==> config.mk <==
export PLATFORM = sky130hd
export DESIGN_NAME = fp12_div_sequencer
export DESIGN_NICKNAME = d
export VERILOG_FILES = /design/src/rtl/fp12_div_sequencer_pkg.sv /design/src/rtl/fp12_pair_fifo.sv /design/src/rtl/fp12_div_sequencer.sv
export SDC_FILE = /design/constraint.sdc
export NUM_CORES = 1
export LEC_CHECK = 0
export CORE_ASPECT_RATIO = 1.2
export CORE_MARGIN = 2
export CORE_UTILIZATION = 40
export DETAILED_ROUTE_END_ITERATION = 12
export PLACE_DENSITY = 0.71
export SYNTH_ARGS = -nofsm -noshare
export SYNTH_HDL_FRONTEND = slang
export SYNTH_SLANG_ARGS = --single-unit
==> constraint.sdc <==
create_clock -name clk -period 3.1 [get_ports clk]
set_input_delay 0.93 -clock clk [delete_from_list [all_inputs] [get_ports clk]]
set_output_delay 0.93 -clock clk [all_outputs]
set_load 0.005 [all_outputs]
==> src/rtl/fp12_div_sequencer_pkg.sv <==
// fp12 format constants, sequencer state encoding and small fp12 helpers.
// Latency: n/a (types, constants and pure functions only).
// Backpressure: n/a.
//
// fp12 layout: sign[11], exponent[10:6] (bias 15), mantissa[5:0].
// A value is zero when both the exponent and the mantissa are zero; the sign
// bit is ignored, so 12'h800 also counts as zero.
package fp12_div_sequencer_pkg;

  localparam int FP12_W        = 12;
  localparam int FP12_SIGN_POS = 11;
  localparam int FP12_EXP_LSB  = 6;
  localparam int FP12_EXP_W    = 5;
  localparam int FP12_MANT_LSB = 0;
  localparam int FP12_MANT_W   = 6;
  localparam int FP12_BIAS     = 15;

  localparam logic [FP12_EXP_W-1:0] FP12_EXP_INF = 5'b11111;
  localparam logic [FP12_W-1:0]     FP12_ZERO    = 12'h000;

  typedef enum logic [1:0] {
    ST_IDLE   = 2'd0,
    ST_ISSUE  = 2'd1,
    ST_WAIT   = 2'd2,
    ST_OUTPUT = 2'd3
  } seq_state_t;

  // One queue entry: dividend in the upper half, divisor in the lower half.
  typedef struct packed {
    logic [FP12_W-1:0] a;
    logic [FP12_W-1:0] b;
  } fp12_pair_t;

  function automatic logic fp12_is_zero(input logic [FP12_W-1:0] v);
    return (v[FP12_EXP_LSB +: FP12_EXP_W] == '0) &&
           (v[FP12_MANT_LSB +: FP12_MANT_W] == '0);
  endfunction

  // Signed infinity with the quotient's sign, returned for a zero divisor.
  function automatic logic [FP12_W-1:0] fp12_div0_result(input logic [FP12_W-1:0] a,
                                                         input logic [FP12_W-1:0] b);
    logic [FP12_W-1:0] r;
    r = FP12_ZERO;
    r[FP12_SIGN_POS] = a[FP12_SIGN_POS] ^ b[FP12_SIGN_POS];
    r[FP12_EXP_LSB +: FP12_EXP_W] = FP12_EXP_INF;
    return r;
  endfunction

  function automatic int fp12_exp_unbiased(input logic [FP12_W-1:0] v);
    return int'(v[FP12_EXP_LSB +: FP12_EXP_W]) - FP12_BIAS;
  endfunction

endpackage

==> src/rtl/fp12_pair_fifo.sv <==
// Generic synchronous FIFO holding fp12 operand pairs, first-word fall-through.
// Latency: a push is visible on rd_vld/rd_dat the cycle after the write edge.
// Backpressure: wr_rdy drops when full; rd_vld low when empty; push+pop same edge both apply.
//
// Ports:
//   clk, rst_n      clock, async active-low reset (clears pointers and count)
//   wr_vld/wr_rdy   write handshake, wr_dat = entry to store
//   rd_vld/rd_rdy   read handshake, rd_dat = oldest entry (valid while rd_vld)
module fp12_pair_fifo #(
  parameter int FIFO_DEPTH = 4,
  parameter int DATA_W     = 24
) (
  input  logic              clk,
  input  logic              rst_n,
  input  logic              wr_vld,
  output logic              wr_rdy,
  input  logic [DATA_W-1:0] wr_dat,
  output logic              rd_vld,
  input  logic              rd_rdy,
  output logic [DATA_W-1:0] rd_dat
);

  localparam int AW = $clog2(FIFO_DEPTH);
  localparam logic [AW:0] FULL_CNT = (AW+1)'(FIFO_DEPTH);

  logic [DATA_W-1:0] mem [FIFO_DEPTH];
  logic [AW-1:0]     wr_ptr;
  logic [AW-1:0]     rd_ptr;
  logic [AW:0]       count;
  logic              push;
  logic              pop;

  assign wr_rdy = (count != FULL_CNT);
  assign rd_vld = (count != '0);
  assign push   = wr_vld && wr_rdy;
  assign pop    = rd_rdy && rd_vld;
  assign rd_dat = mem[rd_ptr];

  // Depth is a power of two, so the pointers wrap by plain overflow.
  always_ff @(posedge clk or negedge rst_n) begin
    if (!rst_n) begin
      wr_ptr <= '0;
      rd_ptr <= '0;
      count  <= '0;
    end else begin
      if (push) begin
        wr_ptr <= wr_ptr + 1'b1;
      end
      if (pop) begin
        rd_ptr <= rd_ptr + 1'b1;
      end
      case ({push, pop})
        2'b10:   count <= count + 1'b1;
        2'b01:   count <= count - 1'b1;
        default: count <= count;
      endcase
    end
  end

  // Storage needs no reset: nothing reads an entry before it is written.
  always_ff @(posedge clk) begin
    if (push) begin
      mem[wr_ptr] <= wr_dat;
    end
  end

endmodule

==> src/rtl/fp12_div_sequencer.sv <==
// Queues fp12 operand pairs and sequences them one at a time through an external divider.
// Latency: push->div_start 2 edges (div0 push->out_valid 2 edges); div_done->out_valid 1 edge.
// Backpressure: in_ready = queue not full; result held on out_* until out_ready.
//
// Ports:
//   clk, rst_n                 rising-edge clock, async active-low reset
//   in_valid/in_ready          operand push handshake; in_a dividend, in_b divisor
//   div_a, div_b, div_start    request to the divider (div_start is a one-cycle pulse)
//   div_result, div_done       divider answer, only looked at while waiting
//   out_valid/out_ready        result handshake; out_data plus out_div0/out_timeout flags
module fp12_div_sequencer
  import fp12_div_sequencer_pkg::*;
#(
  parameter int FIFO_DEPTH  = 4,
  parameter int TIMEOUT_CYC = 63
) (
  input  logic              clk,
  input  logic              rst_n,
  input  logic              in_valid,
  output logic              in_ready,
  input  logic [FP12_W-1:0] in_a,
  input  logic [FP12_W-1:0] in_b,
  output logic [FP12_W-1:0] div_a,
  output logic [FP12_W-1:0] div_b,
  output logic              div_start,
  input  logic [FP12_W-1:0] div_result,
  input  logic              div_done,
  output logic              out_valid,
  input  logic              out_ready,
  output logic [FP12_W-1:0] out_data,
  output logic              out_div0,
  output logic              out_timeout
);

  localparam int PAIR_W = $bits(fp12_pair_t);
  localparam int CNT_W  = $clog2(TIMEOUT_CYC + 1);
  // The counter holds the number of WAIT cycles already completed, so the
  // cycle on which it equals this value is the last one allowed.
  localparam logic [CNT_W-1:0] WAIT_LAST = CNT_W'(TIMEOUT_CYC - 1);

  seq_state_t       state;
  logic [CNT_W-1:0] wait_cnt;

  fp12_pair_t  q_wr_dat;
  logic [PAIR_W-1:0] q_rd_dat;
  fp12_pair_t  head;
  logic        q_rd_vld;
  logic        q_rd_rdy;
  logic        head_vld_q;
  logic        head_take;

  assign q_wr_dat = '{a: in_a, b: in_b};
  assign head     = fp12_pair_t'(q_rd_dat);

  fp12_pair_fifo #(
    .FIFO_DEPTH (FIFO_DEPTH),
    .DATA_W     (PAIR_W)
  ) u_pair_fifo (
    .clk    (clk),
    .rst_n  (rst_n),
    .wr_vld (in_valid),
    .wr_rdy (in_ready),
    .wr_dat (q_wr_dat),
    .rd_vld (q_rd_vld),
    .rd_rdy (q_rd_rdy),
    .rd_dat (q_rd_dat)
  );

  // The FSM sees occupancy through a registered copy, keeping the FIFO count
  // compare off the decision path. The copy can only be stale-high on the
  // cycle after a pop, and the FSM never sits in IDLE on that cycle; the
  // live q_rd_vld term guards the pop anyway.
  assign head_take = (state == ST_IDLE) && head_vld_q && q_rd_vld;
  assign q_rd_rdy  = head_take;

  always_ff @(posedge clk or negedge rst_n) begin
    if (!rst_n) begin
      state       <= ST_IDLE;
      head_vld_q  <= 1'b0;
      wait_cnt    <= '0;
      div_a       <= FP12_ZERO;
      div_b       <= FP12_ZERO;
      div_start   <= 1'b0;
      out_valid   <= 1'b0;
      out_data    <= FP12_ZERO;
      out_div0    <= 1'b0;
      out_timeout <= 1'b0;
    end else begin
      head_vld_q <= q_rd_vld;
      case (state)
        ST_IDLE: begin
          if (head_take) begin
            if (fp12_is_zero(head.b)) begin
              // Zero divisor is answered locally; the divider is never started.
              out_data  <= fp12_div0_result(head.a, head.b);
              out_div0  <= 1'b1;
              out_valid <= 1'b1;
              state     <= ST_OUTPUT;
            end else begin
              div_a     <= head.a;
              div_b     <= head.b;
              div_start <= 1'b1;
              state     <= ST_ISSUE;
            end
          end
        end

        ST_ISSUE: begin
          div_start <= 1'b0;
          wait_cnt  <= '0;
          state     <= ST_WAIT;
        end

        ST_WAIT: begin
          // div_done takes priority over a timeout landing on the same cycle.
          if (div_done) begin
            out_data  <= div_result;
            out_valid <= 1'b1;
            state     <= ST_OUTPUT;
          end else if (wait_cnt == WAIT_LAST) begin
            out_data    <= FP12_ZERO;
            out_timeout <= 1'b1;
            out_valid   <= 1'b1;
            state       <= ST_OUTPUT;
          end else begin
            wait_cnt <= wait_cnt + 1'b1;
          end
        end

        ST_OUTPUT: begin
          if (out_ready) begin
            out_valid   <= 1'b0;
            out_div0    <= 1'b0;
            out_timeout <= 1'b0;
            state       <= ST_IDLE;
          end
        end

        default: begin
          state <= ST_IDLE;
        end
      endcase
    end
  end

  // A divider request is a single-cycle pulse.
  assert property (@(posedge clk) disable iff (!rst_n) div_start |=> !div_start);

  // A presented result does not vanish before it is taken.
  assert property (@(posedge clk) disable iff (!rst_n)
                   (out_valid && !out_ready) |=> out_valid);

endmodule
### Yosys cells after proc, flatten, opt, wreduce, memory -nomap -nowiden

Memory sizes are Yosys's and may differ from the RTL's.
Index checks and enable logic that the tools add are counted.

| word-level totals | value |
|---|---|
| flip-flop bits (word level) | 56 |
| RAM bits | 96 |
| input port bits | 41 |
| output and inout bits | 41 |
| memories | 1 |

| cells by class | value |
|---|---|
| add/sub/neg operators | 5 |
| eq/ne operators | 15 |
| mux-type cells | 29 |
| bitwise gates (word level) | 2 |
| reductions and logical operators | 24 |

Memories:

| memory | depth | bits a word | rd ports | clocked after Yosys merged registers in | wr ports | line | source |
|---|---|---|---|---|---|---|---|
| u_pair_fifo.mem | 4 | 24 | 1 | 0 | 1 | fp12_pair_fifo.sv:26 | `logic [DATA_W-1:0] mem [FIFO_DEPTH];` |

Operators with widths:

| operator | number |
|---|---|
| 12-bit two-way mux | 4 |
| 12-bit case mux with 2 select lines | 1 |
| 6-bit two-way mux | 2 |
| 6-bit case mux with 2 select lines | 1 |
| 3-bit AND reduction | 4 |
| 4-bit AND reduction | 3 |
| 2-bit nonzero test | 6 |
| 1-bit two-way mux | 10 |
| 2-bit two-way mux | 5 |
| 2-bit inequality test (second input constant) | 5 |
| 2-bit case mux with 4 select lines | 1 |
| 6-bit by 1-bit adder with 6-bit output (second input constant) | 1 |
| 2-bit equality test (second input constant) | 3 |
| 6-bit equality test (second input constant) | 1 |
| 6-bit logical NOT | 1 |
| 3-bit inequality test (second input constant) | 2 |
| 1-bit case mux with 2 select lines | 3 |
| 3-bit case mux with 2 select lines | 1 |
| 3-bit nonzero test | 2 |
| 1-bit logical AND | 5 |
| 5-bit logical NOT | 1 |
| 5-bit AND reduction | 1 |
| 2-bit by 1-bit adder with 2-bit output (second input constant) | 2 |
| 2-bit by 1-bit equality test with 1-bit output (second input constant) | 2 |
| 7 further kinds | 8 |

### Depth between registers and ports, before layout

Gate-level depths: netlist of run 1.

| depth | value |
|---|---|
| depth after elaboration | 6 |
| depth in mapped cells | 10 |
| depth with buffers taken out | 10 |

### Cells and area by module

From an unflattened synthesis of run 1, not the netlist that was laid out.

| second synthesis, totals | value |
|---|---|
| cells, all modules | 339 |
| area, all modules | 6124.6 um2 |

By module, submodules not included:

| module | instances | cells each | area each (um2) | seq. area each (um2) |
|---|---|---|---|---|
| fp12_pair_fifo | 1 | 163 | 3887.5 | 3057.9 |
| fp12_div_sequencer | 1 | 176 | 2237.1 | 1226.2 |

### Worst setup path before layout of run 1

Ideal clock, no wire load.

| timing path | value |
|---|---|
| kind | flip-flop to flip-flop |
| start point | register u_pair_fifo.rd_ptr[0] |
| end point | register out_data[10] |
| setup time | 0.125 ns |
| arrival | 2.224 ns |
| required time | 2.975 ns |
| path slack | 0.751 ns |
| stages on the path, launching flop included | 9 |
| path buffers | 3 |
| clock period less this slack | 2.349 ns |
| cells stage by stage | dfrtp_1 > buf_4 > buf_6 > mux4_2 > nor3_4 > and3_1 > a31oi_2 > buf_6 > mux2_4 |

| on the way | value |
|---|---|
| cells in the longest elaborated chain, start to end | 5 |
| elaborated cells between the ends (all ways) | 6 |
| classes of those cells | eq/ne (1); reduce/logical (4); memory (1) |

RTL lines:

| element | line | source |
|---|---|---|
| start: declaration | fp12_pair_fifo.sv:28 | `logic [AW-1:0] rd_ptr;` |
| start signal: assignment | fp12_pair_fifo.sv:50 | `rd_ptr <= rd_ptr + 1'b1;` |
| memory 4 x 24 bit * | -- |  |
| 6-bit logical NOT or 5-bit logical NOT (tied branches) | fp12_div_sequencer_pkg.sv:36, fp12_div_sequencer_pkg.sv:35 |  |
| 1-bit logical AND * | fp12_div_sequencer_pkg.sv:35 | `return (v[FP12_EXP_LSB +: FP12_EXP_W] == '0) &&` |
| 2-bit by 1-bit inequality test with 1-bit output (no source line) * | -- |  |
| 4-bit AND reduction (no source line) * | -- |  |
| end signal: assignment | fp12_div_sequencer.sv:95 | `out_data <= fp12_div0_result(head.a, head.b);` |
| end signal: assignment | fp12_div_sequencer.sv:117 | `out_data <= div_result;` |
| end: declaration | fp12_div_sequencer.sv:30 | `output logic [FP12_W-1:0] out_data,` |

Every way passes the cells marked *; elsewhere a longest branch is shown, timed or not.
A chain may end at the register's enable or synchronous reset.

### Worst setup path after layout of run 1

| timing path | value |
|---|---|
| start point | register u_pair_fifo.rd_ptr[1] |
| end point | register out_data[11] |

| on the way | value |
|---|---|
| cells in the longest elaborated chain, start to end | 5 |
| elaborated cells between the ends (all ways) | 10 |
| classes of those cells | eq/ne (1); mux (3); bitwise (1); reduce/logical (4); memory (1) |

RTL lines:

| element | line | source |
|---|---|---|
| memory 4 x 24 bit * | -- |  |
| 6-bit logical NOT (tied with other cells) | fp12_div_sequencer_pkg.sv:36 | `(v[FP12_MANT_LSB +: FP12_MANT_W] == '0);` |
| 1-bit logical AND or 12-bit two-way mux (tied branches) | fp12_div_sequencer_pkg.sv:35, fp12_div_sequencer.sv:93 |  |
| 2-bit by 1-bit inequality test with 1-bit output (no source line) or 12-bit two-way mux (tied branches) | -- |  |
| 4-bit AND reduction (no source line) or 12-bit case mux with 2 select lines (tied branches) | -- |  |

Every way passes the cells marked *; elsewhere a longest branch is shown, timed or not. The select of a mux whose other input is x is not followed.

==> results_tabular.tex, run 1 <==
\begin{tabular}{lr}
\hline
Metric & Value \\
\hline
\multicolumn{2}{l}{\textbf{STA}} \\
Hold Fails Final Rpt & 0 \\
Final setup fails & 0 \\
Final hold slack & 0.487 ns \\
Clock tree skew after final layout & 0.0135 ns \\
Maximum clock frequency & 352 MHz \\
Remaining max-slew budget at the tightest pin & 35.5\% \\
Crit share post-route & 91.5\% \\
Clock period minus worst slack & 2.84 ns \\
Setup repair after global routing missed its margin & no \\
Fin Setup TNS & 0 ns \\
Least-Margin Pin Slew & 0.968 ns \\
Max-slew violation total from the final report & 0 \\
\multicolumn{2}{l}{\textbf{Worst setup path}} \\
Critical Path Source Type & register \\
Crit path capture type & register \\
Worst r2r path cells & 6 \\
Worst R2R End & out\_data[11] \\
Maximum fanout along the worst path & 13 \\
R2r startpoint & u\_pair\_fifo.rd\_ptr[1] \\
CP Data Required Time & 3.39 ns \\
Critical Path AT & 3.13 ns \\
Category of the critical setup timing path & register to register \\
Reg-to-reg setup timing slack & 0.26 ns \\
\multicolumn{2}{l}{\textbf{Clocking}} \\
Hold-fix buffers, CTS & 0 \\
CTS sink count & 152 \\
Number of buffers inserted to repair setup after CTS & 0 \\
Clock transition time at the flip-flop clock pins of the worst setup and hold paths & 0.06 ns \\
Master cell of the clock root buffer & clkbuf\_16 \\
Number of buffers created by CTS & 17 \\
Cells resized by post-CTS repair & 0 \\
Number of levels in the clock H-tree & 4 \\
Clock network latency to the later pin of the worst-skew pair & 0.41 ns \\
Longest Clk Path Bufs & 2 \\
Clock tree from TritonCTS & yes \\
\multicolumn{2}{l}{\textbf{Routing}} \\
Detailed Route Iter0 Violations & 195 \\
Detailed Route WL & 11400 um \\
Post-route ant nets & 0 \\
Wirelength per Cell & 17.3 um \\
Length of the first detailed-routing pass in iterations & 4 \\
Via total after detailed routing & 3268 \\
Post-route DRC & 0 \\
Per-cell via count in the routed design & 4.95 \\
\multicolumn{2}{l}{\textbf{Worst hold path}} \\
Destination of the worst hold path & div\_b[10] \\
Worst min-delay path startpoint & div\_b[10] \\
Worst hold path type & register to register \\
Number of instances on the worst hold path & 1 \\
\multicolumn{2}{l}{\textbf{Final layout}} \\
Final nets & 497 \\
Total inserted antenna cells & 0 \\
Number of fill cells & 1187 \\
Fraction of final layout cells with drive strength greater than 1 & 19.5\% \\
Area added between synthesis and finish & 27.7\% \\
\multicolumn{2}{l}{\textbf{Power}} \\
Leakage & 2.94 nW \\
Pwr/cell area & 985 nW/um2 \\
Largest vdd supply drop & 0.552 mV \\
\multicolumn{2}{l}{\textbf{Global route}} \\
Global routing usage summed across all routing layers & 15.0\% \\
First-pass GRT wire length & 18300 um \\
Largest net degree at the start of global routing & 27 \\
Number of global-route vias before repair & 3505 \\
GR Overflow Total & 0 \\
Antenna violations before repair & 0 \\
\multicolumn{2}{l}{\textbf{Logic synthesis}} \\
Mean cell area of the mapped netlist & 17.9 um2 \\
Count of synthesis-stage warnings from yosys & 0 \\
Cell count after synthesis & 344 \\
Number of distinct library cells after synthesis & 43 \\
Netlist area before placement & 6150 um2 \\
Area share of the leading cell type in the synthesized netlist & 46.9\% \\
Library cell occupying the most area in the post-synthesis netlist & edfxtp\_1 \\
Register bit count reported by yosys & 152 \\
Post-synthesis net count & 398 \\
Proportion of synthesized chip area in sequential cells & 69.7\% \\
Largest cells by area after synthesis & edfxtp\_1 47\%, dfrtp\_1 23\%, mux4\_2 8.8\% \\
\multicolumn{2}{l}{\textbf{Die}} \\
Number of rows created at floorplan & 49 \\
Area inside the core boundary & 15000 um2 \\
Number of top-level pins & 82 \\
Area enclosed by the die boundary & 16400 um2 \\
Effective utilization at floorplan & 40.9\% \\
Die height & 140 um \\
Die extent in x & 117 um \\
\multicolumn{2}{l}{\textbf{Placement}} \\
HPWL reported at the end of detailed placement & 7680 um \\
Weighted congestion reported at the end of routability-driven placement & 0.773 \\
Quantity of I/O buffers inserted on ports & 81 \\
\multicolumn{2}{l}{\textbf{Run}} \\
Number of max-cap violations & 0 \\
\multicolumn{2}{l}{\textbf{Outcome}} \\
Outcome & finished clean \\
\hline
\end{tabular}
==> Yosys cell counts (all sizes together) <==
master and count:
fa 1, nor2b 1, o211ai 1, nor3 2, buf 9, xnor2 9, nand3 7, o221ai 1
or3 1, edfxtp 96, dfrtp 56, clkbuf 4, nor2 7, nand2b 1, nand2 21, and2 1
o31a 1, nand4 1, ha 12, o31ai 1, a22o 1, xor2 2, a31oi 3, and3 12
mux4 24, a21oi 1, mux2 36, mux2i 3, nor4 2, o41ai 1, a211oi 1, o21ai 10
o21a 1, inv 14
==> worst max-delay path, cell delays in order, from the launching register on <==
cell and delay (ns):
dfrtp_1 0.74, buf_4 0.25, mux4_2 0.35, nor4_4 0.27, and3_1 0.27, a31oi_2 0.37
mux2_1 0.44
==> worst max-delay path by stage <==
stage / start / endpoint / slack (ns) / cells past startpoint
after detailed placement: div_done / out_data[11] / 0.07 / 6
after global placement: div_done / out_data[11] / 0.14 / 6
after global routing: u_pair_fifo.rd_ptr[1] / out_data[11] / 0.09 / 6
after floorplan: u_pair_fifo.rd_ptr[0] / out_data[10] / 0.75 / 8
final: u_pair_fifo.rd_ptr[1] / out_data[11] / 0.26 / 6
after CTS: u_pair_fifo.rd_ptr[1] / out_data[11] / 0.23 / 6
==> where the power goes <==
group | internal [mW] | leakage, nW | switching [mW]
Combinational | 1.44 | 1.12 | 1.19
Clock | 1.20 | 0.272 | 0.816
Sequential | 2.78 | 1.54 | 0.304
Total | 5.42 | 2.94 | 2.31
==> per-layer routing <==
metal  wire (um)  GRT usage (%)
met5           0              0
met4         123           3.72
met3         626           5.18
met2        5820           25.3
met1        4850           18.3
==> logic make-up after synthesis <==
logic type               after synthesis  synth area share [%]
flip-flops                           152                  69.6
multiplexers                          63                  16.5
AND/OR/NAND/NOR                       56                  5.05
buffers and inverters                 27                  2.03
AO/OA/AOI/OAI                         22                  2.46
adder cells (fa/ha/maj)               13                  2.77
XOR/XNOR                              11                  1.57
==> cells in the final DEF (no fill, tap or decap), types with 2 or more instances in the layout <==
| cell | synthesis | layout |
|---|---|---|
| nor4_4 | 2 | 2 |
| clkdlybuf4s50_1 | 0 | 80 |
| buf_12 | 0 | 2 |
| mux2_1 | 22 | 22 |
| xnor2_1 | 9 | 9 |
| mux2i_1 | 3 | 3 |
| clkbuf_16 | 0 | 17 |
| mux2_4 | 10 | 10 |
| nand2_1 | 21 | 21 |
| xor2_1 | 2 | 2 |
| dfrtp_1 | 56 | 55 |
| bufinv_16 | 0 | 2 |
| inv_6 | 0 | 4 |
| o21ai_1 | 9 | 9 |
| clkinvlp_4 | 0 | 5 |
| edfxtp_1 | 96 | 96 |
| mux4_2 | 24 | 24 |
| and3_1 | 12 | 12 |
| clkinv_4 | 0 | 2 |
| inv_1 | 13 | 13 |
| buf_4 | 1 | 10 |
| ha_1 | 12 | 12 |
| nand3_1 | 7 | 7 |
| mux2_2 | 4 | 4 |
| nor2_1 | 7 | 7 |
==> area by class of cell <==
| cell class | count | area (um2) | share of cell area [%] |
|---|---|---|---|
| Timing Repair Buffer | 93 | 921 | 11.7 |
| Multi-Input combinational cell | 165 | 1750 | 22.3 |
| Tap cell | 204 | 255 | 3.25 |
| Sequential cell | 152 | 4290 | 54.6 |
| Clock buffer | 17 | 425 | 5.42 |
| Clock inverter | 15 | 165 | 2.10 |
| Inverter | 14 | 52.6 | 0.669 |
==> flip-flops by register name, indices dropped and copies added (netlist names) <==
register	count
div_a	12
div_start	1
state	2
div_b	12
out_timeout	1
out_div0	1
u_pair_fifo.mem	96
out_valid	1
out_data	12
wait_cnt	6
u_pair_fifo.count	3
u_pair_fifo.wr_ptr	2
head_vld_q	1
u_pair_fifo.rd_ptr	2
==> metrics by stage <==
stage          power, mW  std cells  utilization [%]  instance area, um2  worst slack [ns]
2_1_floorplan       4.70        344                -                6150             0.751
3_3_place_gp        5.71        628             48.4                7260             0.143
3_5_place_dp        5.83        628             48.4                7260            0.0727
4_1_cts             7.86        660             52.3                7860             0.232
5_1_grt             8.20        660             52.3                7860            0.0869
6_report            7.73        660             52.3                7860             0.262
No activity file was read; power rests on OpenSTA's default activity.
==> run 2: changes to the inputs <==
--- a/config.mk
+++ b/config.mk
@@ -7,9 +7,11 @@
 export LEC_CHECK = 0
 export CORE_ASPECT_RATIO = 1.2
 export CORE_MARGIN = 2
-export CORE_UTILIZATION = 40
+export CORE_UTILIZATION = 55
+export CTS_CLUSTER_SIZE = 14
 export DETAILED_ROUTE_END_ITERATION = 12
-export PLACE_DENSITY = 0.71
+export PLACE_DENSITY = 0.9
 export SYNTH_ARGS = -nofsm -noshare
 export SYNTH_HDL_FRONTEND = slang
+export SYNTH_HIERARCHICAL = 1
 export SYNTH_SLANG_ARGS = --single-unit
==> run 2 against run 1 <==
Compared with the run above: synthesized cell count fell by 1.5%; sequential share of layout area increased by 1.1 points; design area is 2.0% lower; via count up 4.5%; critical path depth down 1; clock power about the same; worst setup slack lost 0.084 ns; wire length is 7.8% higher; highest routed layer unchanged; critical path type unchanged.
==> results_tabular.tex, run 2 <==
\begin{tabular}{lr}
\hline
Metric & Value \\
\hline
\multicolumn{2}{l}{\textbf{Outcome}} \\
Outcome & finished clean \\
\multicolumn{2}{l}{\textbf{Power}} \\
Pwr/cell area & 1030 nW/um2 \\
Leakage & 2.87 nW \\
Largest vdd supply drop & 0.529 mV \\
\multicolumn{2}{l}{\textbf{Routing}} \\
Via total after detailed routing & 3414 \\
Detailed Route WL & 12300 um \\
Detailed Route Iter0 Violations & 264 \\
Per-cell via count in the routed design & 5.88 \\
Post-route DRC & 0 \\
Post-route ant nets & 0 \\
Length of the first detailed-routing pass in iterations & 4 \\
Wirelength per Cell & 21.2 um \\
\multicolumn{2}{l}{\textbf{Global route}} \\
Number of global-route vias before repair & 3756 \\
Antenna violations before repair & 0 \\
Met3 Usage GRT & 5.59\% \\
Grt met1 use & 26.9\% \\
Met2 global-route usage & 39.4\% \\
First-pass GRT wire length & 20000 um \\
Most Crowded Layer GR & met2 \\
Largest net degree at the start of global routing & 28 \\
GR Overflow Total & 0 \\
Global routing usage summed across all routing layers & 22.8\% \\
\multicolumn{2}{l}{\textbf{Logic synthesis}} \\
Library cell occupying the most area in the post-synthesis netlist & edfxtp\_1 \\
Proportion of synthesized chip area in sequential cells & 69.9\% \\
Cell count after synthesis & 339 \\
Asr flop ratio synth & 36.8\% \\
Predominant post-synthesis flop cell & edfxtp\_1 \\
Commonest cells in the netlist & 96 x edfxtp\_1, 56 x dfrtp\_1, 24 x mux4\_2 \\
Area share of the leading cell type in the synthesized netlist & 47.1\% \\
Register bit count reported by yosys & 152 \\
Number of distinct library cells after synthesis & 47 \\
Mean cell area of the mapped netlist & 18.1 um2 \\
Most used standard cell by instance count after synthesis & edfxtp\_1 \\
Netlist area before placement & 6120 um2 \\
Count of synthesis-stage warnings from yosys & 6 \\
EDFF count, synth & 96 \\
Largest cells by area after synthesis & edfxtp\_1 47\%, dfrtp\_1 23\%, mux4\_2 8.8\% \\
Post-synthesis net count & 393 \\
\multicolumn{2}{l}{\textbf{Final layout}} \\
Flip-flop count of the largest register after layout & 96 \\
Most frequent cells in the layout & 96 x edfxtp\_1, 80 x clkdlybuf4s50\_1, 55 x dfrtp\_1 \\
Commonest non-fill, non-tap cell in the layout & edfxtp\_1 \\
Fraction of final layout cells with drive strength greater than 1 & 21.8\% \\
Total inserted antenna cells & 0 \\
Area added between synthesis and finish & 25.7\% \\
Final design instance area without fill & 7700 um2 \\
Top register by number of flip-flops & u\_pair\_fifo/mem \\
Final nets & 490 \\
\multicolumn{2}{l}{\textbf{Placement}} \\
HPWL reported at the end of detailed placement & 7710 um \\
Weighted congestion reported at the end of routability-driven placement & 0.796 \\
Quantity of I/O buffers inserted on ports & 81 \\
DP Area & 7110 um2 \\
Worst setup timing slack at the placement stage & 0.219 ns \\
\multicolumn{2}{l}{\textbf{Clocking}} \\
Cells resized by post-CTS repair & 0 \\
Number of buffers created by CTS & 17 \\
CTS sink count & 152 \\
Number of levels in the clock H-tree & 4 \\
Hold-fix buffers, CTS & 0 \\
Master cell of the clock root buffer & clkbuf\_16 \\
Clock transition time at the flip-flop clock pins of the worst setup and hold paths & 0.06 ns \\
Clock tree from TritonCTS & yes \\
Longest Clk Path Bufs & 2 \\
Clock network latency to the later pin of the worst-skew pair & 0.41 ns \\
Number of buffers inserted to repair setup after CTS & 0 \\
\multicolumn{2}{l}{\textbf{Run}} \\
Number of max-cap violations & 0 \\
\multicolumn{2}{l}{\textbf{Die}} \\
Number of rows created at floorplan & 42 \\
Effective utilization at floorplan & 56.0\% \\
Number of top-level pins & 82 \\
Area enclosed by the die boundary & 12000 um2 \\
Die extent in x & 100 um \\
Die height & 120 um \\
Area inside the core boundary & 10900 um2 \\
\multicolumn{2}{l}{\textbf{Worst hold path}} \\
Worst hold path type & register to register \\
Worst min-delay path startpoint & wait\_cnt[5] \\
\multicolumn{2}{l}{\textbf{Worst setup path}} \\
Largest stage delay on the critical path & 0.65 ns \\
Maximum fanout along the worst path & 14 \\
Critical Path AT & 3.21 ns \\
Critical Path, Cell by Cell & mux4\_2, nor4\_4, nand4\_2, a211oi\_4, mux2\_1 \\
Worst path slowest cell & dfrtp\_2 \\
Critical Path Source Type & register \\
Category of the critical setup timing path & register to register \\
Crit path capture type & register \\
R2r startpoint & u\_pair\_fifo/rd\_ptr[0] \\
CP Data Required Time & 3.38 ns \\
Startpoint of the worst setup timing path & u\_pair\_fifo/rd\_ptr[0] \\
\multicolumn{2}{l}{\textbf{STA}} \\
Clock period minus worst slack & 2.92 ns \\
Hold Fails Final Rpt & 0 \\
Crit share post-route & 94.3\% \\
Clock tree skew after final layout & 0.00928 ns \\
Final hold slack & 0.497 ns \\
Fin Setup TNS & 0 ns \\
Remaining max-slew budget at the tightest pin & 33.3\% \\
Setup repair after global routing missed its margin & no \\
Final WS setup & 0.178 ns \\
Least-Margin Pin Slew & 1.00 ns \\
Final setup fails & 0 \\
Max-slew violation total from the final report & 0 \\
Maximum clock frequency & 342 MHz \\
\hline
\end{tabular}
run 2: cell types whose count changed in the layout (fill, tap and decap cells not counted), moves of 5 or more:
cell     change
mux2_1      -18
mux2_2      +17
and3_1      -11
mux2_4       -9
o21ai_1      -9
nand2_1      -6
a22o_1       +5
nand3_1      +5
nor2_1       -5
o22a_1       +5
xnor2_1      -5
run 2: cell families (layout without fill, tap and decap cells):
| group | after synthesis | in the layout | synth area share, % |
|---|---|---|---|
| flops | 152 | 152 | 69.9 |
| fa+ha+maj | 13 | 13 | 2.78 |
| xor+xnor | 8 | 8 | 1.14 |
| simple gates | 46 | 46 | 4.62 |
| mux | 57 | 57 | 14.8 |
| compound gates | 36 | 36 | 4.74 |
| buf+inv | 27 | 137 | 1.96 |
run 2: worst max-delay path, delay by kind of cell, from the launching register on:
kind               cells  cell delay (ns)
and+or+nand+nor        2             0.73
muxes                  2             0.98
DFF                    1             0.65
AOI/OAI and AO/OA      1             0.43
run 2: worst paths after layout:
kind                                         end  slack [ns]  cells past startpoint
setup / recovery                    out_data[11]        0.18                      5
hold / removal                       wait_cnt[5]        0.50                      1
setup reg to reg                    out_data[11]        0.18                      5
hold reg to reg                      wait_cnt[5]        0.50                      1
max in group asynchronous  u_pair_fifo/rd_ptr[0]        1.89                      2
min in group asynchronous            out_data[7]        0.51                      1
run 2: routing by layer:
metal	vias to the layer above	share of wire (%)
li1	1509	-
met1	1755	38
met2	131	54
met3	19	5.7
met4	0	1.9
met5	-	0
run 2: layout make-up:
class | count | area [um2]
clock inverters | 13 | 155
flip-flops and latches | 152 | 4290
repair buffers | 90 | 873
clock buffers | 19 | 433
well taps | 132 | 165
multi-input cells | 160 | 1730
fillers | 670 | 3230
inverters | 15 | 56.3
run 2: through the flow:
step	total power, mW	utilization (%)	cells
global placement	5.75	65.0	549
finish	7.93	70.4	581
floorplan	4.79	-	339
CTS	7.99	70.4	581
detailed placement	5.89	65.0	549
global route	8.32	70.4	581
run 2: where the power goes:
part	leakage, nW	total, mW	internal [mW]	switching (mW)
clock network	0.274	2.03	1.26	0.773
logic	1.05	2.77	1.48	1.28
registers	1.55	3.13	2.80	0.338
total	2.87	7.93	5.54	2.39
==> run 3: changes to the inputs <==
--- a/config.mk
+++ b/config.mk
@@ -11,7 +11,7 @@
 export CTS_CLUSTER_SIZE = 14
 export DETAILED_ROUTE_END_ITERATION = 12
 export PLACE_DENSITY = 0.9
+export RECOVER_POWER = 50
 export SYNTH_ARGS = -nofsm -noshare
 export SYNTH_HDL_FRONTEND = slang
-export SYNTH_HIERARCHICAL = 1
 export SYNTH_SLANG_ARGS = --single-unit
==> run 3 against run 2 <==
Compared with the run above: via count is 2.4% lower; worst hold slack worse by 0.0058 ns; worst setup slack better by 0.082 ns; first-iteration DRC count is 30% lower; critical endpoint is now div_b[7].
==> results_tabular.tex, run 3 (synthesized netlist as in run 1, its figures left out) <==
\begin{tabular}{lr}
\hline
Metric & Value \\
\hline
\multicolumn{2}{l}{\textbf{Outcome}} \\
Outcome & finished clean \\
\multicolumn{2}{l}{\textbf{Worst setup path}} \\
Reg-to-reg setup timing slack & 0.26 ns \\
Maximum fanout along the worst path & 26 \\
Category of the critical setup timing path & register to register \\
CP Data Required Time & 3.38 ns \\
Critical Path AT & 3.12 ns \\
Crit path capture type & register \\
Critical Path Source Type & register \\
Worst r2r path cells & 5 \\
\multicolumn{2}{l}{\textbf{Routing}} \\
Via total after detailed routing & 3332 \\
Wirelength per Cell & 20.1 um \\
Total length of routed met2 wires & 6310 um \\
Total length of routed met3 wires & 580 um \\
M1 WL & 4770 um \\
Length of the first detailed-routing pass in iterations & 6 \\
Detailed Route WL & 11800 um \\
Post-route ant nets & 0 \\
Top sig layer & met4 \\
Per-cell via count in the routed design & 5.65 \\
Detailed Route Iter0 Violations & 186 \\
Post-route DRC & 0 \\
\multicolumn{2}{l}{\textbf{Die}} \\
Die height & 120 um \\
Effective utilization at floorplan & 56.0\% \\
Number of top-level pins & 82 \\
Area inside the core boundary & 11000 um2 \\
Number of rows created at floorplan & 42 \\
Die extent in x & 101 um \\
Area enclosed by the die boundary & 12000 um2 \\
\multicolumn{2}{l}{\textbf{Clocking}} \\
Clock network latency to the later pin of the worst-skew pair & 0.41 ns \\
Clock tree from TritonCTS & yes \\
Number of buffers inserted to repair setup after CTS & 0 \\
Longest Clk Path Bufs & 2 \\
Clock transition time at the flip-flop clock pins of the worst setup and hold paths & 0.06 ns \\
CTS sink count & 152 \\
Hold-fix buffers, CTS & 0 \\
Number of levels in the clock H-tree & 4 \\
Master cell of the clock root buffer & clkbuf\_16 \\
Cells resized by post-CTS repair & 0 \\
Number of buffers created by CTS & 17 \\
\multicolumn{2}{l}{\textbf{Worst hold path}} \\
Worst hold path type & register to register \\
Number of instances on the worst hold path & 1 \\
\multicolumn{2}{l}{\textbf{Final layout}} \\
Top register by number of flip-flops & u\_pair\_fifo.mem \\
Final standard cell count with taps included and fillers excluded & 590 \\
Area added between synthesis and finish & 25.4\% \\
Final nets & 499 \\
Final design instance area without fill & 7710 um2 \\
Fraction of final layout cells with drive strength greater than 1 & 18.4\% \\
Util after Layout & 70.2\% \\
Flip-flop count of the largest register after layout & 96 \\
Commonest non-fill, non-tap cell in the layout & edfxtp\_1 \\
Number of fill cells & 701 \\
Most frequent cells in the layout & 96 x edfxtp\_1, 55 x dfrtp\_1, 55 x clkdlybuf4s50\_1 \\
\multicolumn{2}{l}{\textbf{Placement}} \\
Weighted congestion reported at the end of routability-driven placement & 0.807 \\
HPWL reported at the end of detailed placement & 7570 um \\
Worst setup timing slack at the placement stage & 0.240 ns \\
Quantity of I/O buffers inserted on ports & 81 \\
DP Area & 7160 um2 \\
Cell count after placement & 558 \\
\multicolumn{2}{l}{\textbf{Power}} \\
Largest vdd supply drop & 0.504 mV \\
Switching Share & 29.7\% \\
Sequential cell fraction of total power & 41.0\% \\
Combinational share of power & 34.0\% \\
Net load switching power & 2.28 mW \\
Pwr/cell area & 997 nW/um2 \\
P\_int & 5.41 mW \\
Clock Power Share & 25.0\% \\
Leakage & 2.93 nW \\
Total Power & 7.69 mW \\
\multicolumn{2}{l}{\textbf{STA}} \\
Final setup fails & 0 \\
Final hold slack & 0.491 ns \\
Remaining max-slew budget at the tightest pin & 3.78\% \\
Fin Setup TNS & 0 ns \\
Crit share post-route & 91.6\% \\
Least-Margin Pin Slew & 1.44 ns \\
Hold Fails Final Rpt & 0 \\
Max-slew violation total from the final report & 0 \\
Setup repair after global routing missed its margin & no \\
Maximum clock frequency & 352 MHz \\
Clock tree skew after final layout & 0.00617 ns \\
Clock period minus worst slack & 2.84 ns \\
Final WS setup & 0.259 ns \\
\multicolumn{2}{l}{\textbf{Global route}} \\
GR Overflow Total & 0 \\
Antenna violations before repair & 0 \\
Largest net degree at the start of global routing & 57 \\
First-pass GRT wire length & 18800 um \\
Number of global-route vias before repair & 3515 \\
Global routing usage summed across all routing layers & 21.2\% \\
\multicolumn{2}{l}{\textbf{Run}} \\
Number of max-cap violations & 0 \\
\hline
\end{tabular}
-- run 3: cell count changes in the layout (fill, tap and decap cells not counted), moves of 6 or more --
cell,previous run,this run
and3_1,1,12
clkdlybuf4s50_1,80,55
dlygate4sd3_1,0,25
mux2_1,4,22
mux2_2,21,4
mux2_4,1,10
nand2_1,15,21
o21ai_1,0,8
-- run 3: worst paths after layout --
| check | startpoint | endpoint |
|---|---|---|
| setup / recovery | u_pair_fifo.rd_ptr[0] | div_b[7] |
| hold / removal | div_b[2] | div_b[2] |
| setup reg to reg | u_pair_fifo.rd_ptr[0] | div_b[7] |
| hold reg to reg | div_b[2] | div_b[2] |
| max in group asynchronous | rst_n | u_pair_fifo.rd_ptr[0] |
| min in group asynchronous | rst_n | out_valid |
-- run 3: final cells by class --
cell class | count | area, um2 | area share [%]
Antenna cell | 1 | 2.50 | 0.0324
Clock buffer | 21 | 450 | 5.84
Clock inverter | 10 | 104 | 1.35
Inverter | 14 | 52.6 | 0.681
Multi-Input combinational cell | 165 | 1750 | 22.7
Sequential cell | 152 | 4290 | 55.6
Tap cell | 132 | 165 | 2.14
Timing Repair Buffer | 95 | 903 | 11.7
-- run 3: power by group through the flow --
stage	clock [mW]	combinational [mW]	sequential, mW
floorplan	0	1.67	3.03
global placement	0	2.52	3.14
detailed placement	0	2.64	3.18
CTS	1.96	2.67	3.15
global route	2.04	2.85	3.21
finish	1.93	2.61	3.15
-- run 3: worst max-delay path, stage by stage (launching register included) --
cell,delay (ns)
dfrtp_2,0.62
buf_4,0.26
mux4_2,0.55
nor4_4,0.36
a31oi_4,0.44
mux2_1,0.49
-- run 3: routing by layer --
| layer | vias to the layer above | track usage [%] |
|---|---|---|
| met3 | 18 | 5.42 |
| met5 | - | 0 |
| li1 | 1510 | - |
| met4 | 0 | 7.71 |
| met1 | 1689 | 25.9 |
| met2 | 115 | 36.2 |
